## config.mk

```make
export PLATFORM = sky130hd
export DESIGN_NAME = data_req_unit
export DESIGN_NICKNAME = d
export VERILOG_FILES = /design/src/rtl/data_req_pkg.sv /design/src/rtl/data_align.sv /design/src/rtl/data_req_unit.sv
export SDC_FILE = /design/constraint.sdc
export NUM_CORES = 1
export LEC_CHECK = 0
export ABC_AREA = 1
export CORE_MARGIN = 5
export CORE_UTILIZATION = 35
export CTS_CLUSTER_DIAMETER = 120
export DETAILED_ROUTE_END_ITERATION = 6
export GPL_TIMING_DRIVEN = 0
export PLACE_DENSITY = 0.69
export SYNTH_ARGS = -nofsm -noshare
export SYNTH_HDL_FRONTEND = slang
export SYNTH_SLANG_ARGS = --single-unit
```

## constraint.sdc

```tcl
create_clock -name clk -period 10 [get_ports clk]
set_input_delay 2 -clock clk [delete_from_list [all_inputs] [get_ports clk]]
set_output_delay 2 -clock clk [all_outputs]
set_load 0.02 [all_outputs]
```

## src/rtl/data_req_pkg.sv

```systemverilog
// rtl/data_req_pkg.sv - size/state encodings and helpers for data_req_unit
package data_req_pkg;

  localparam logic [1:0] SZ_B = 2'd0;
  localparam logic [1:0] SZ_H = 2'd1;
  localparam logic [1:0] SZ_W = 2'd2;

  typedef enum logic [1:0] {
    S_IDLE = 2'd0,
    S_REQ  = 2'd1,
    S_WAIT = 2'd2,
    S_DONE = 2'd3
  } state_t;

  // The reserved size code 3 behaves exactly like a word transfer.
  function automatic logic [1:0] norm_size(input logic [1:0] sz);
    return (sz == 2'd3) ? SZ_W : sz;
  endfunction

  // Expects an already-normalised size.
  function automatic logic is_misaligned(input logic [1:0] sz, input logic [1:0] lo);
    return ((sz == SZ_H) && lo[0]) || ((sz == SZ_W) && (lo != 2'b00));
  endfunction

endpackage

```

## src/rtl/data_align.sv

```systemverilog
// rtl/data_align.sv - byte strobe and lane-replicated write data generation
module data_align
  import data_req_pkg::*;
(
  input  logic        i_wr,
  input  logic [1:0]  i_size,
  input  logic [1:0]  i_addr_lo,
  input  logic [31:0] i_data,
  output logic [3:0]  o_wstrb,
  output logic [31:0] o_wdata
);

  // Replicate the source across lanes so the slave picks the right lane by strobe.
  always_comb begin
    o_wstrb = 4'b0000;
    o_wdata = i_data;
    case (i_size)
      SZ_B: begin
        o_wstrb = 4'b0001 << i_addr_lo;
        o_wdata = {4{i_data[7:0]}};
      end
      SZ_H: begin
        o_wstrb = 4'b0011 << {i_addr_lo[1], 1'b0};
        o_wdata = {2{i_data[15:0]}};
      end
      default: o_wstrb = 4'b1111;
    endcase
    if (!i_wr) begin
      o_wstrb = 4'b0000;
    end
  end

endmodule

```

## src/rtl/data_req_unit.sv

```systemverilog
// rtl/data_req_unit.sv - single-outstanding data bus request unit (option: DATA_REQ_ALIGN_EXC_EN)
module data_req_unit
  import data_req_pkg::*;
#(
  parameter int ADDR_W = 32  // only 32 is supported
) (
  input  logic              clk,
  input  logic              reset,
  input  logic              in_valid,
  output logic              in_allowin,
  input  logic              in_wr,
  input  logic [1:0]        in_size,
  input  logic [ADDR_W-1:0] in_addr,
  input  logic [31:0]       in_st_data,
  output logic              data_req,
  output logic              data_wr,
  output logic [1:0]        data_size,
  output logic [ADDR_W-1:0] data_addr,
  output logic [3:0]        data_wstrb,
  output logic [31:0]       data_wdata,
  input  logic              data_addr_ok,
  input  logic              data_data_ok,
  input  logic [31:0]       data_rdata,
  output logic              out_valid,
  input  logic              out_ready,
  output logic [31:0]       out_rdata,
  output logic [1:0]        out_addr_lo,
  output logic              out_ale
);

  state_t              r_state;
  state_t              w_next;
  logic                w_accept;
  logic                w_capture;
  logic                w_misalign;
  logic [1:0]          w_size;
  logic [3:0]          w_wstrb;
  logic [31:0]         w_wdata;

  logic                r_wr;
  logic [1:0]          r_size;
  logic [ADDR_W-1:0]   r_addr;
  logic [3:0]          r_wstrb;
  logic [31:0]         r_wdata;
  logic [31:0]         r_rdata;

  assign w_size = norm_size(in_size);

  data_align u_align (
    .i_wr      (in_wr),
    .i_size    (w_size),
    .i_addr_lo (in_addr[1:0]),
    .i_data    (in_st_data),
    .o_wstrb   (w_wstrb),
    .o_wdata   (w_wdata)
  );

`ifdef DATA_REQ_ALIGN_EXC_EN
  logic r_ale;

  assign w_misalign = is_misaligned(w_size, in_addr[1:0]);
  assign out_ale    = r_ale;

  // Remember whether the accepted op was short-circuited as misaligned.
  always_ff @(posedge clk or posedge reset) begin
    if (reset) begin
      r_ale <= 1'b0;
    end else if (w_accept) begin
      r_ale <= w_misalign;
    end
  end
`else
  assign w_misalign = 1'b0;
  assign out_ale    = 1'b0;
`endif

  // State register.
  always_ff @(posedge clk or posedge reset) begin
    if (reset) begin
      r_state <= S_IDLE;
    end else begin
      r_state <= w_next;
    end
  end

  // Next state; data_data_ok is only honoured once the address phase has been accepted.
  always_comb begin
    w_next    = r_state;
    w_accept  = 1'b0;
    w_capture = 1'b0;
    case (r_state)
      S_IDLE: begin
        if (in_valid) begin
          w_accept = 1'b1;
          w_next   = w_misalign ? S_DONE : S_REQ;
        end
      end
      S_REQ: begin
        if (data_addr_ok) begin
          if (data_data_ok) begin
            w_capture = 1'b1;
            w_next    = S_DONE;
          end else begin
            w_next = S_WAIT;
          end
        end
      end
      S_WAIT: begin
        if (data_data_ok) begin
          w_capture = 1'b1;
          w_next    = S_DONE;
        end
      end
      S_DONE: begin
        if (out_ready) begin
          w_next = S_IDLE;
        end
      end
      default: w_next = S_IDLE;
    endcase
  end

  // Latch the op on accept so bus outputs stay stable; capture the response word.
  always_ff @(posedge clk or posedge reset) begin
    if (reset) begin
      r_wr    <= 1'b0;
      r_size  <= 2'd0;
      r_addr  <= '0;
      r_wstrb <= 4'b0000;
      r_wdata <= 32'h0;
      r_rdata <= 32'h0;
    end else if (w_accept) begin
      r_wr    <= in_wr;
      r_size  <= w_size;
      r_addr  <= in_addr;
      r_wstrb <= w_wstrb;
      r_wdata <= w_wdata;
      r_rdata <= 32'h0;
    end else if (w_capture) begin
      r_rdata <= r_wr ? 32'h0 : data_rdata;
    end
  end

  assign in_allowin  = (r_state == S_IDLE);
  assign data_req    = (r_state == S_REQ);
  assign out_valid   = (r_state == S_DONE);
  assign data_wr     = r_wr;
  assign data_size   = r_size;
  assign data_addr   = r_addr;
  assign data_wstrb  = r_wstrb;
  assign data_wdata  = r_wdata;
  assign out_rdata   = r_rdata;
  assign out_addr_lo = r_addr[1:0];

endmodule

```

# Yosys cells after proc, flatten, opt, wreduce, memory -nomap -nowiden
# Index checks and enable logic that the tools add are counted.
[op_classes] add_sub_neg=0 multipliers=0 div_mod_pow=0 order_cmp=0 eq_ne=9 shifts=2 n_mux=18 n_bitwise=0 n_reduce_logical=4
[ops] operator="32-bit two-way mux" n=3
[ops] operator="32-bit one-hot mux with 2 select lines" n=1
[ops] operator="2-bit two-way mux" n=5
[ops] operator="2-bit one-hot mux with 4 select lines" n=1
[ops] operator="4-bit one-hot mux with 2 select lines" n=1
[ops] operator="2-bit equality test (second input constant)" n=3
[ops] operator="1-bit two-way mux" n=5
[ops] operator="2-bit by 1-bit equality test with 1-bit output (second input constant)" n=2
[ops] operator="2-bit zero test" n=2
[ops] operator="4-bit two-way mux" n=1
[ops] operator="2-bit by 1-bit inequality test with 1-bit output (second input constant)" n=2
[ops] operator="2-bit inequality test (second input constant)" n=2
[ops] operator="4-bit AND reduction" n=1
[ops] operator="1-bit by 2-bit << shifter with 4-bit output (first input constant)" n=1
[ops] operator="2-bit by 2-bit << shifter with 4-bit output (first input constant)" n=1
[ops] operator="1-bit one-hot mux with 2 select lines" n=1
[ops] operator="2-bit nonzero test" n=1
[totals] regBits=105 latch_bits=0 mem_bits_rw=0 rom_bits=0 inputBits=105 out_inout_bits=109 memories=0

# Logic depth before layout (Yosys ltp)
# Gate-level depths: netlist (run 1).
[logic_depth] depth_word=5 mapped_depth=9 mapped_depth_nobuf=8

# Hierarchy
# Synthesis (run 1) repeated with hierarchy kept, for this count alone.
[hier_totals] hier_cells=586 hier_area_um2=4799.6
[modules_own_cells] mod="data_req_unit" n_inst=1 cells_per_inst=486 area_per_inst_um2=4284.1
[modules_own_cells] mod="data_align" n_inst=1 cells_per_inst=100 area_per_inst_um2=515.5

# Least setup slack after synthesis (run 1)
# No wires, ideal clock.
[synth_timing] kind="reg-to-output" startpoint="register r_state[0]" endpoint="output in_allowin" t_arrival_ns=0.835 t_required_ns=8.000 path_slack_ns=7.165 stages_incl_launch_ff=3 n_path_buf=0 cell_sequence="dfrtp_1 inv_1 ha_1"
[synth_via] elab_chain_len=1
[synth_rtl] item="start: declaration" line_no="data_req_unit.sv:31" source="state_t r_state;"
[synth_rtl] item="start signal: assignment" line_no="data_req_unit.sv:82" source="r_state <= w_next;"
[synth_rtl] item="2-bit zero test" line_no="data_req_unit.sv:144" source="assign in_allowin = (r_state == S_IDLE);"
[synth_rtl] item="end: declaration" line_no="data_req_unit.sv:10" source="output logic in_allowin,"
# Every way passes these cells.

# Worst setup path in the final report (run 1)
# Ends and elaborated chain as after synthesis.

==> flow_summary.toml, run 1 <==
[place]
gp_congestion = 0.7965
port_buffers = 211
dp_hpwl_um = 12240

[grt]
grt_start_max_net_pins = 64
track_usage_pct = 20.01
number_of_antenna_violations_at_the_first_check_in_global_routing = 0
overflow = 0
number_of_global_route_vias_before_repair = 4690
grt_first_pass_wirelength_um = 25290

[clocking]
cts-resized-gates = 0
cts_buffer_count = 9
postCtsSetupRepairBufs = 0
later_pin_clock_latency_in_the_skew_report_ns = 0.35
cts-hold-fix-buffers = 0
ctsLongestPathBuffers = 2
numClockSinks = 105
clock_tree_from_tritoncts = "done"
clockRootBuffer = "clkbuf_16"
cts_max_level = 3
clock_transition_at_the_register_clock_pins_on_the_worst_setup_and_hold_paths_after_cts_ns = 0.07

[yosys]
yosys_warnings = 0
post_synth_inst_count = 606
ffs_latches_synth = 105
post_synth_instance_area_mm2 = 0.004825
synth.top_cells.by_area = "dfrtp_1, nand2_1, nand3_1"
synth_top_cell_by_area = "dfrtp_1"
synth_cell_type_count = 21
postSynthAreaPerCell_um2 = 7.961
proportion_of_netlist_area_held_by_the_largest_area_contributor_pct = 54.46
yosysSeqAreaShare_pct = 54.46
synth_fp_nets = 717

[sta]
fin_crit_ns = 3.816
final_hold_viol_count = 0
setup_tns_ns = 0
grt_setup_unrepaired = "false"
timing.fmax_mhz = 262.1
finalSetupViolations = 0
min_period_over_period_pct = 38.16
pin_slew_with_the_least_headroom_to_its_limit_ns = 0.8032
worst_slew_slack_as_a_fraction_of_its_limit_pct = 46.45
whs_ns = 0.4812
worst_clock_skew_ns = 0.007906
final_max_slew_viol_count = 0

[worst_setup_path]
setup.reg_to_reg.worst_slack_ns = 8.16
crit_buf_inv = 2
worstPathArrival_ns = 1.82
crit_family = "buffers and inverters"
crit_path_cell_trace = "inv_1 -> ha_1 -> clkdlybuf4s50_1"
cp_slowest_cell = "clkdlybuf4s50_1"
worst_setup_path_start_kind = "flop"
logic_depth_of_the_worst_register_to_register_path = 7
worst_setup_path_end_kind = "output pin"
worst_r2r_startpoint = "r_state[0]$_DFFE_PP0P_"
timing.critical_path.fanout_max = 6
cp_data_required_time_ns = 8.00
timing.rr.end = "data_wdata[1]$_DFFE_PP0P_"
critPathMaxStageDelay_ns = 0.63
worstSetupPathType = "flop to output pin"

[floorplanning]
start_util_pct = 35.17
die_h_um = 127.4
std_cell_rows = 43
die_width_um = 127.4
boundaryPins = 214
coreArea_mm2 = 0.01372
die-area_mm2 = 0.01623

[drt]
routedWlPerCell_um = 16.02
dr_wl_met2_um = 7375
vias_per_cell = 4.609
drt_wl_total_um = 16250
detail-route-antenna-nets = 0
remaining_drc_errors = 0
dr_total_vias = 4674
initial_drt_markers = 215
drt_pre_antenna_iters = 4
routed.top_layer = "met4"
met3WireLength_um = 1809
wirelength_met1_um = 6782

[worst_hold_path]
min_path_type = "flop to flop"
hold_path.startpoint = "data_wdata[0]$_DFFE_PP0P_"
hold_depth = 2
hold-path-endpoint = "data_wdata[0]$_DFFE_PP0P_"

[cells_and_area]
nFillCells = 1307
final_layout_size_suffix_gt1_share_pct = 6.715
syn_to_final_growth_pct = 55.06
antenna_cells = 0
nets = 940

[run_status]
outcome = "completed"

[power]
pwr_density_cell_mw_per_mm2 = 305.4
finalPower_mw = 2.285
power_leakage_nw = 3.656
worst_ir_drop_vdd_v = 0.0001519

[flow_run]
timing.max_cap.violations = 0
[metal layers]
metal / GRT usage [%] / vias to the layer above
met5: 0 / -
met4: 6.688 / 0
met3: 7.860 / 14
met2: 32.24 / 186
met1: 24.57 / 2149
li1: - / 2325
[power breakdown]
part	switching, mW	internal [mW]
registers	0.108	0.611
clock network	0.161	0.194
logic	0.675	0.537
[Yosys cell counts, drive strengths merged]
| library cell | n |
|---|---|
| clkbuf | 7 |
| nor2 | 53 |
| conb | 1 |
| dfrtp | 105 |
| o21bai | 1 |
| nand3 | 49 |
| buf | 31 |
| o21ai | 12 |
| ha | 6 |
| a21oi | 32 |
| nand2 | 292 |
| nand3b | 1 |
| inv | 16 |
[area by class of cell]
type                    instances  area (um^2)  share of cell area, %
plain buffers                  38        256.5                  3.429
clock buffers                  11        232.7                  3.111
clock inverters                 5        56.30                 0.7526
inverters                      16        65.06                 0.8697
multi-input cells             447         1878                  25.10
flip-flops and latches        105         2628                  35.12
well taps                     180        225.2                  3.011
repair buffers                212         2140                  28.60
[state kept, by name, indices dropped and copies added (netlist names)]
signal,cells
data_addr,32
data_wdata,32
out_rdata,32
data_wstrb,4
data_size,2
r_state,2
data_wr,1
[per-stage QoR]
stage	setup WS (ns)	cell area, um^2	utilization, %	std cells
5_1_grt	6.067	7481	54.53	1014
3_5_place_dp	6.493	7192	52.42	998
3_3_place_gp	3.393	7162	52.20	997
6_report	6.184	7481	54.53	1014
4_1_cts	6.145	7481	54.53	1014
2_1_floorplan	5.239	4825	-	606
[worst max path at each step]
stage | start | slack [ns] | end | cells after the start
after CTS | r_state[0]$_DFFE_PP0P_ | 6.14 | in_allowin | 3
after global placement | reset | 3.39 | data_addr[30]$_DFFE_PP0P_ | 2
after floorplan | reset | 5.24 | data_addr[0]$_DFFE_PP0P_ | 1
after detailed placement | in_valid | 6.49 | data_wdata[3]$_DFFE_PP0P_ | 7
after global routing | r_state[0]$_DFFE_PP0P_ | 6.07 | in_allowin | 3
final | r_state[0]$_DFFE_PP0P_ | 6.18 | in_allowin | 3
[tightest hold or removal path, cell delays in order (launching register included)]
cell,delay [ns]
dfrtp_1,0.34
nand2_1,0.05
nand2_1,0.05
[cells by family (layout without fill, tap and decap cells)]
| group | after synthesis | after routing | synth area share [%] |
|---|---|---|---|
| other | 1 | 1 | 0.07773 |
| buffers and inverters | 54 | 282 | 6.613 |
| AND/OR/NAND/NOR | 395 | 395 | 32.34 |
| AO/OA/AOI/OAI | 45 | 45 | 4.954 |
| adder cells (fa/ha/maj) | 6 | 6 | 1.556 |
| flip-flops | 105 | 105 | 54.46 |
[layout by cell type, fill, tap and decap left out, types with 2 or more instances in the layout]
| cell | n |
|---|---|
| nand2_2 | 2 |
| nand3_1 | 49 |
| clkbuf_1 | 9 |
| buf_2 | 13 |
| buf_4 | 10 |
| a21oi_1 | 29 |
| o21ai_0 | 10 |
| inv_2 | 2 |
| clkdlybuf4s50_1 | 211 |
| clkinv_2 | 2 |
| o21ai_1 | 2 |
| clkbuf_16 | 9 |
| a21oi_2 | 3 |
| inv_1 | 12 |
| nor2_1 | 52 |
| ha_1 | 6 |
| inv_4 | 2 |
| nand2_1 | 290 |
| buf_6 | 8 |
| dfrtp_1 | 105 |
No activity file was read; power rests on OpenSTA's default activity.
==> run 2: changes to the inputs <==
--- a/config.mk
+++ b/config.mk
@@ -11,7 +11,7 @@
 export CTS_CLUSTER_DIAMETER = 120
 export DETAILED_ROUTE_END_ITERATION = 6
 export GPL_TIMING_DRIVEN = 0
-export PLACE_DENSITY = 0.69
+export PLACE_DENSITY = 0.72
 export SYNTH_ARGS = -nofsm -noshare
 export SYNTH_HDL_FRONTEND = slang
 export SYNTH_SLANG_ARGS = --single-unit
==> constraint.sdc (replaced) <==
create_clock -name clk -period 3.25 [get_ports clk]
set_input_delay 0.65 -clock clk [delete_from_list [all_inputs] [get_ports clk]]
set_output_delay 0.65 -clock clk [all_outputs]
set_load 0.02 [all_outputs]
==> flow_summary.toml, run 2 (same netlist as run 1, synthesis figures left out) <==
[sta]
final_hold_viol_count = 0
whs_ns = 0.4806
worst_clock_skew_ns = 0.008034
fin_crit_ns = 2.444
setup_tns_ns = 0
grt_setup_unrepaired = "false"
finalSetupViolations = 0
min_period_over_period_pct = 75.19
timing.fmax_mhz = 409.2
final_critical_path_setup_slack_ns = 0.8062
final_max_slew_viol_count = 0

[cells_and_area]
post_layout_nonfiller_instances = 1016
commonest_non_fill_non_tap_cell_in_the_layout = "nand2_1"
layout.cells.most_common_list = "nand2_1, clkdlybuf4s50_1, dfrtp_1"
syn_to_final_growth_pct = 56.59
design_area_mm2 = 0.007555
antenna_cells = 0
nFillCells = 1306
nets = 942
final-seq-area_mm2 = 0.002628
final_core_util_pct = 55.07
multi_input_comb_area_mm2 = 0.001878
final_layout_size_suffix_gt1_share_pct = 7.177

[clocking]
later_pin_clock_latency_in_the_skew_report_ns = 0.35
cts-hold-fix-buffers = 0
cts_max_level = 3
ctsLongestPathBuffers = 2
clockRootBuffer = "clkbuf_16"
cts_buffer_count = 9
clock_tree_from_tritoncts = "done"
numClockSinks = 105
postCtsSetupRepairBufs = 0
cts-resized-gates = 0
clock_transition_at_the_register_clock_pins_on_the_worst_setup_and_hold_paths_after_cts_ns = 0.07

[floorplanning]
coreArea_mm2 = 0.01372
die_width_um = 127.4
die-area_mm2 = 0.01623
start_util_pct = 35.17
std_cell_rows = 43
boundaryPins = 214
die_h_um = 127.4

[place]
place_inst = 1000
place_ws_ns = 1.115
dp_hpwl_um = 12590
port_buffers = 211
dpl_cell_area_mm2 = 0.007226
gp_congestion = 0.8184

[worst_setup_path]
worst_setup_path_end_kind = "output pin"
worstSetupPathType = "flop to output pin"
timing.critical_path.fanout_max = 6
critPathMaxStageDelay_ns = 0.63
cp_data_required_time_ns = 2.60
worst_setup_path_start_kind = "flop"
crit_family = "buffers and inverters"
crit_buf_inv = 2
cp_slowest_cell = "clkdlybuf4s50_1"
crit_path_cell_trace = "inv_1 -> ha_1 -> clkdlybuf4s50_1"
worstPathArrival_ns = 1.79

[power]
worst_ir_drop_vdd_v = 0.0004774
finalPower_mw = 7.141
power_leakage_nw = 3.687
pwr_density_cell_mw_per_mm2 = 945.3

[drt]
initial_drt_markers = 282
dr_total_vias = 4749
drt_pre_antenna_iters = 4
routedWlPerCell_um = 16.30
detail-route-antenna-nets = 0
remaining_drc_errors = 0
vias_per_cell = 4.674
drt_wl_total_um = 16560

[run_status]
outcome = "completed"

[worst_hold_path]
min_path_type = "flop to flop"

[grt]
number_of_global_route_vias_before_repair = 4826
number_of_antenna_violations_at_the_first_check_in_global_routing = 0
grt_first_pass_wirelength_um = 25980
track_usage_pct = 20.47
overflow = 0
grt_start_max_net_pins = 36

[flow_run]
timing.max_cap.violations = 0
run 2: metal layers:
metal	GRT usage, %	routed length [um]	vias to the layer above
li1	-	-	2329
met1	25.16	6880	2212
met2	33.45	7781	195
met3	7.692	1695	13
met4	6.435	206	0
met5	0	0	-
run 2: worst paths after layout:
| check | from | end | slack (ns) | cells past startpoint |
|---|---|---|---|---|
| worst max-delay path | r_state[0]$_DFFE_PP0P_ | in_allowin | 0.81 | 3 |
| min in group asynchronous | reset | data_addr[29]$_DFFE_PP0P_ | 0.62 | 2 |
| max in group asynchronous | reset | out_rdata[11]$_DFFE_PP0P_ | 1.92 | 4 |
| worst min-delay path | data_addr[4]$_DFFE_PP0P_ | data_addr[4]$_DFFE_PP0P_ | 0.48 | 2 |
| worst max register to register | r_state[0]$_DFFE_PP0P_ | data_wdata[24]$_DFFE_PP0P_ | 1.41 | 7 |
| worst min register to register | data_addr[4]$_DFFE_PP0P_ | data_addr[4]$_DFFE_PP0P_ | 0.48 | 2 |
run 2: area by class of cell:
type / count / area share, %
sequential: 105 / 34.78
multi-input combinational: 447 / 24.86
tap: 180 / 2.981
timing repair buffer: 214 / 28.75
clock buffer: 10 / 3.163
inverter: 16 / 0.8778
clock inverter: 6 / 1.192
buffer: 38 / 3.395
run 2: worst min-delay path, stage by stage (launching register included):
cell     delay [ns]
dfrtp_1        0.35
nand2_1        0.05
nand2_1        0.05
run 2: power breakdown:
group          leakage (nW)  switching (mW)  internal [mW]
registers              1.31           0.334           1.88
logic                  2.22            2.07           1.66
clock network         0.159           0.504          0.700
